**src/rtl/packet_pkg.sv**
```systemverilog
// Shared packet framing constants and FSM state type for the nibble packer/unpacker pair.
package packet_pkg;

  localparam int unsigned NIBBLE_W = 4;
  localparam logic [NIBBLE_W-1:0] HEADER  = 4'b1111;
  localparam logic [NIBBLE_W-1:0] TRAILER = 4'b0101;

  typedef enum logic [1:0] {
    StHunt,
    StAddr,
    StData,
    StTrail
  } state_e;

  function automatic int unsigned max_u(input int unsigned a, input int unsigned b);
    return (a > b) ? a : b;
  endfunction

endpackage

```
**src/rtl/unpacker.sv**
```systemverilog
// Nibble-stream packet decoder: HEADER, address nibbles, data nibbles, TRAILER -> one
// decoded {addr, data} word on a valid/ready output; bad trailers drop the packet.
module unpacker
  import packet_pkg::*;
#(
  parameter int unsigned DATA_WIDTH = 4,
  parameter int unsigned ADDR_WIDTH = 32
) (
  input  logic                  clk,
  input  logic                  rst,
  input  logic                  in_valid,
  input  logic [3:0]            in_nibble,
  output logic                  in_ready,
  output logic                  out_valid,
  input  logic                  out_ready,
  output logic [ADDR_WIDTH-1:0] out_addr,
  output logic [DATA_WIDTH-1:0] out_data,
  output logic                  err_trailer
);

  localparam int unsigned ADDR_NIBS = ADDR_WIDTH / NIBBLE_W;
  localparam int unsigned DATA_NIBS = DATA_WIDTH / NIBBLE_W;
  localparam int unsigned CNT_W     = $clog2(max_u(ADDR_NIBS, DATA_NIBS) + 1);

  localparam logic [CNT_W-1:0] ADDR_LAST = CNT_W'(ADDR_NIBS - 1);
  localparam logic [CNT_W-1:0] DATA_LAST = CNT_W'(DATA_NIBS - 1);

  state_e                state;
  logic [CNT_W-1:0]      cnt;
  logic [ADDR_WIDTH-1:0] addr_sh;
  logic [DATA_WIDTH-1:0] data_sh;
  logic                  beat;

  // The trailer beat may only land when the output slot is free or being drained.
  assign in_ready = (state != StTrail) || !out_valid || out_ready;
  assign beat     = in_valid && in_ready;

  always_ff @(posedge clk or posedge rst) begin
    if (rst) begin
      state       <= StHunt;
      cnt         <= '0;
      addr_sh     <= '0;
      data_sh     <= '0;
      out_valid   <= 1'b0;
      out_addr    <= '0;
      out_data    <= '0;
      err_trailer <= 1'b0;
    end else begin
      err_trailer <= 1'b0;
      if (out_valid && out_ready) begin
        out_valid <= 1'b0;
      end
      if (beat) begin
        unique case (state)
          StHunt: begin
            if (in_nibble == HEADER) begin
              state <= StAddr;
              cnt   <= '0;
            end
          end
          StAddr: begin
            addr_sh <= (addr_sh << NIBBLE_W) | ADDR_WIDTH'(in_nibble);
            if (cnt == ADDR_LAST) begin
              state <= StData;
              cnt   <= '0;
            end else begin
              cnt <= cnt + 1'b1;
            end
          end
          StData: begin
            data_sh <= (data_sh << NIBBLE_W) | DATA_WIDTH'(in_nibble);
            if (cnt == DATA_LAST) begin
              state <= StTrail;
              cnt   <= '0;
            end else begin
              cnt <= cnt + 1'b1;
            end
          end
          StTrail: begin
            // A good trailer overrides the drain clear above, so back-to-back has no bubble.
            if (in_nibble == TRAILER) begin
              out_addr  <= addr_sh;
              out_data  <= data_sh;
              out_valid <= 1'b1;
            end else begin
              err_trailer <= 1'b1;
            end
            state <= StHunt;
          end
          default: state <= StHunt;
        endcase
      end
    end
  end

endmodule

```
**config.mk**
```make
export PLATFORM = sky130hd
export DESIGN_NAME = unpacker
export DESIGN_NICKNAME = d
export VERILOG_FILES = /design/src/rtl/packet_pkg.sv /design/src/rtl/unpacker.sv
export SDC_FILE = /design/constraint.sdc
export NUM_CORES = 1
export LEC_CHECK = 0
export CAP_MARGIN = 40
export CORE_ASPECT_RATIO = 1.25
export CORE_UTILIZATION = 54
export CTS_CLUSTER_SIZE = 40
export DETAILED_ROUTE_END_ITERATION = 8
export PLACE_DENSITY = 0.79
export REMOVE_ABC_BUFFERS = 1
export SLEW_MARGIN = 15
export SYNTH_ARGS = -nofsm -noshare
export SYNTH_HDL_FRONTEND = slang
export SYNTH_SLANG_ARGS = --single-unit
```
**constraint.sdc**
```tcl
create_clock -name clk -period 3.2 [get_ports clk]
set_clock_uncertainty 0.15 [all_clocks]
set_input_delay 0.32 -clock clk [delete_from_list [all_inputs] [get_ports clk]]
set_output_delay 0.32 -clock clk [all_outputs]
set_load 0.05 [all_outputs]
```
# Word-level counts from Yosys, hierarchy flattened
# Cells that the tools add are included.
# word_totals
register_bits	80
input_bits	8
out_inout_bits	39
elab_cells	48
# op_classes
n_addsub	1
n_eq_ne	10
mux	15
n_bitwise	1
reduce_logical	13
# ops
operator	count
32-bit by 4-bit OR with 32-bit output	1
4-bit two-way mux	3
4-bit one-hot mux with 3 select lines	1
4-bit by 3-bit == test with 1-bit output (second input constant)	2
2-bit != test (second input constant)	4
2-bit one-hot mux with 4 select lines	1
1-bit two-way mux	7
2-bit two-way mux	3
3-bit AND reduction	2
4-bit by 1-bit adder with 4-bit output (second input constant)	1
2-bit == test (second input constant)	2
4-bit == test (second input constant)	1
4-bit zero test	1
2-bit AND reduction	2
4-bit AND reduction	1
3-bit nonzero test	1
2-bit by 1-bit == test with 1-bit output (second input constant)	1
1-bit logical AND	2
2-bit zero test	1
1-bit logical OR	2
1-bit zero test	1

# Logic depth before layout (Yosys ltp)
# logic_depth
ltp_word	5
depth_mapped	6
depth_no_buf	6

# Worst setup path after synthesis
# Ideal clock, no wire load.
# synth_timing
path_kind	reg-to-reg
from	reg out_valid
to	reg addr_sh[0]
t_arrival_ps	2213
t_required_ps	2925
path_slack_ps	712
stages_incl_launch_ff	5
n_path_buf	1
synth_period_minus_slack_ps	2488
path_cell_list	dfrtp_1 nand3b_1 nand3_1 buf_2 mux2_2
# synth_via
elab_chain_len	5
# synth_lines
element	line	text
start, declared	unpacker.sv:14	output logic out_valid,
start signal, assigned	unpacker.sv:44	out_valid <= 1'b0;
start signal, assigned	unpacker.sv:51	out_valid <= 1'b0;
start signal, assigned	unpacker.sv:84	out_valid <= 1'b1;
1-bit zero test	unpacker.sv:35	assign in_ready = (state != StTrail) || !out_valid || out_ready;
1-bit logical OR (2 in a row)	unpacker.sv:35	
named net in_ready	unpacker.sv:13	output logic in_ready,
1-bit logical AND	unpacker.sv:36	assign beat = in_valid && in_ready;
2-bit AND reduction (no line)	-	
end signal, assigned	unpacker.sv:62	addr_sh <= (addr_sh << NIBBLE_W) | ADDR_WIDTH'(in_nibble);
end, declared	unpacker.sv:30	logic [ADDR_WIDTH-1:0] addr_sh;
# The timed path passes the listed nets, and every way through them passes these cells.
# A chain may end at the register's enable or synchronous reset.

# Final worst setup path
# layout_timing
from	reg state[0]
to	out in_ready
# layout_via
elab_chain_len	3
# layout_lines
element	line	text
start, declared	unpacker.sv:28	state_e state;
start signal, assigned	unpacker.sv:40	state <= StHunt;
start signal, assigned	unpacker.sv:57	state <= StAddr;
start signal, assigned	unpacker.sv:64	state <= StData;
2-bit != test	unpacker.sv:35	
1-bit logical OR (2 in a row)	unpacker.sv:35	
end, declared	unpacker.sv:13	
# Every way passes these cells.

==> impl_metrics.env <==
export IMPL_cts_setup_buffers=0
export IMPL_fmax_ghz=0.3826
export IMPL_yosys_warnings=0
export IMPL_cts_buffers=9
export IMPL_cts_buffer_depth=2
export IMPL_synthCells=211
export IMPL_hp_class="input port to async pin"
export IMPL_initial_utilization_pct=56.19
export IMPL_ios=47
export IMPL_synthTopCellsByCount="dfrtp_1, mux2_2, inv_1, ha_1, nor2_1"
export IMPL_io_buffers=46
export IMPL_n_antenna_cell=0
export IMPL_synth_top_area_share_pct=61.23
export IMPL_drt_pre_antenna_iters=4
export IMPL_power_leakage_uw=0.001822
export IMPL_yosysSeqAreaShare_pct=61.23
export IMPL_ctsHoldBuffers=0
export IMPL_wirelength_mm=5.052
export IMPL_drc=0
export IMPL_cp_slowest_cell="clkdlybuf4s50_1"
export IMPL_hpwl_mm=3.249
export IMPL_worstPathArrival_ns=2.14
export IMPL_die_x_um=71.60
export IMPL_gp_congestion=0.7236
export IMPL_cts_repair_resized=0
export IMPL_ys_flop_type="dfrtp_1"
export IMPL_setup_violations=0
export IMPL_worstSkewPairLatency_ns=0.34
export IMPL_synth_edff_count=0
export IMPL_ys_types=28
export IMPL_relSlewSlack_pct=50.74
export IMPL_slowest_delay_ns=0.88
export IMPL_drt_iter0_drc=73
export IMPL_grt_overflow=0
export IMPL_period_share_pct=81.67
export IMPL_hold_viol_final=0
export IMPL_grt_pass1_vias=1823
export IMPL_core_area_um2=5818
export IMPL_wl_per_cell_um=14.99
export IMPL_grt_start_max_net_pins=46
export IMPL_syn_avg_cell_area_um2=15.49
export IMPL_tightest_slew_ns=0.7381
export IMPL_antenna_found_initial=0
export IMPL_cp_start_kind="flop"
export IMPL_vdd_drop_max_mv=0.4373
export IMPL_dr_total_vias=1832
export IMPL_area_growth_pct=22.35
export IMPL_cp_cell_sequence="ha_1 -> nand3b_1 -> clkdlybuf4s50_1"
export IMPL_layout_min_cycle_time_ns=2.613
export IMPL_path_clk_slew_ns=0.08
export IMPL_outcome="complete, no violations"
export IMPL_worstSetupPathType="flop to output port"
export IMPL_slew_viol_final=0
export IMPL_synthArstFlopShare_pct=100.0
export IMPL_multi_input_area_um2=1186
export IMPL_end_kind="output port"
export IMPL_path_max_fanout=5
export IMPL_dieArea_um2=6372
export IMPL_grt_setup_unrepaired="no"
export IMPL_finalNetCount=283
export IMPL_utilization_pct=68.75
export IMPL_cts_tree="done"
export IMPL_clock_sinks=80
export IMPL_via_per_inst=5.436
export IMPL_yosys_register_bits=80
export IMPL_cp_required_ns=2.73
export IMPL_drv_cap=0
export IMPL_htreeDepth=3
export IMPL_synth_area_leaders="dfrtp_1, mux2_2, ha_1"
export IMPL_drive_gt1_share_pct=36.16
export IMPL_powerDensity_nw_per_um2=1026
export IMPL_grt_usage_pct=17.73
export IMPL_ant_nets=0
export IMPL_die_y_um=89.00
export IMPL_netlist_area_um2=3269
export IMPL_grt_pass1_wl_mm=8.362
export IMPL_ff_latch_area_um2=2002
export IMPL_fin_setup_tns_ns=0
export IMPL_fillers=430
export IMPL_fp_row_count=31
export IMPL_synth_largest_area_cell="dfrtp_1"
export IMPL_yosysMostFrequentCell="dfrtp_1"
export IMPL_root_buffer="clkbuf_8"
state kept, by name (all words and copies together), names as in the netlist:
signal and cells:
err_trailer 1, out_data 4, state 2, cnt 4
data_sh 4, out_valid 1, addr_sh 32, out_addr 32
per-layer routing:
layer | part of all wire (%) | vias to the layer above | GRT usage, %
met5 | 0 | - | 0
met4 | 1.9 | 0 | 8.913
met3 | 4.4 | 8 | 5.524
met2 | 49 | 51 | 27.79
met1 | 44 | 918 | 22.60
li1 | - | 855 | -
cell usage in the layout, fill, tap and decap left out, types with 2 or more instances in the layout:
| cell | instances |
|---|---|
| clkinv_2 | 3 |
| nor2_1 | 4 |
| o21ai_0 | 3 |
| ha_1 | 8 |
| dfrtp_1 | 80 |
| buf_4 | 4 |
| nand3_1 | 2 |
| nand2_1 | 3 |
| mux2_1 | 3 |
| o31ai_1 | 2 |
| clkbuf_8 | 11 |
| clkdlybuf4s50_1 | 46 |
| nor2b_1 | 2 |
| mux2_2 | 70 |
| nand3_2 | 2 |
| inv_1 | 9 |
| o41ai_1 | 3 |
stage by stage:
| stage | setup WS (ns) | hold slack (ns) | cell area [um^2] | total power [uW] | cells |
|---|---|---|---|---|---|
| 5_1_grt | 0.5059 | 0.3187 | 4000 | 4349 | 337 |
| 3_3_place_gp | 0.7104 | 0.3189 | 3800 | 3418 | 321 |
| 4_1_cts | 0.6055 | 0.2796 | 3973 | 4124 | 336 |
| 2_1_floorplan | 0.2724 | 0.2672 | 3221 | 2932 | 205 |
| 6_report | 0.5865 | 0.2653 | 4000 | 4105 | 337 |
| 3_5_place_dp | 0.6586 | 0.3240 | 3800 | 3467 | 321 |
where the power goes:
part           internal (uW)  switching (uW)
Combinational            776             995
Sequential              1430             251
Clock                    317             331
cell type report:
type	count	area share (%)
Clock inverter	3	0.4379
Clock buffer	12	3.879
Tap cell	66	2.064
Multi-Input combinational cell	115	29.65
Inverter	10	0.9697
Timing Repair Buffer	51	12.95
Sequential cell	80	50.05
worst max-delay path: cells and delay by family, from the launching register on:
kind / cells / cell delay [ns]
buffers and inverters: 1 / 0.88
flip-flops: 1 / 0.42
AND/OR/NAND/NOR: 1 / 0.26
adder cells (fa/ha/maj): 1 / 0.24
cells by family (layout without fill, tap and decap cells):
| family | Yosys count | count (layout) | share of synthesized area, % |
|---|---|---|---|
| multiplexers | 74 | 74 | 25.45 |
| adder cells (fa/ha/maj) | 8 | 8 | 3.062 |
| AO/OA/AOI/OAI | 12 | 12 | 3.330 |
| buffers and inverters | 16 | 76 | 2.641 |
| flip-flops | 80 | 80 | 61.23 |
| AND/OR/NAND/NOR | 21 | 21 | 4.286 |
path summary, 6_finish.rpt:
check	endpoint	start	cells past startpoint	slack, ns
min in group clk	out_addr[0]	out_addr[0]	1	0.34
max reg2reg	addr_sh[25]	state[0]	5	1.11
max in group asynchronous	addr_sh[4]	rst	3	1.90
max	in_ready	state[0]	3	0.59
min	addr_sh[21]	rst	2	0.27
min reg2reg	out_addr[0]	out_addr[0]	1	0.34
Note: power is estimated with default switching activity, not from simulation.
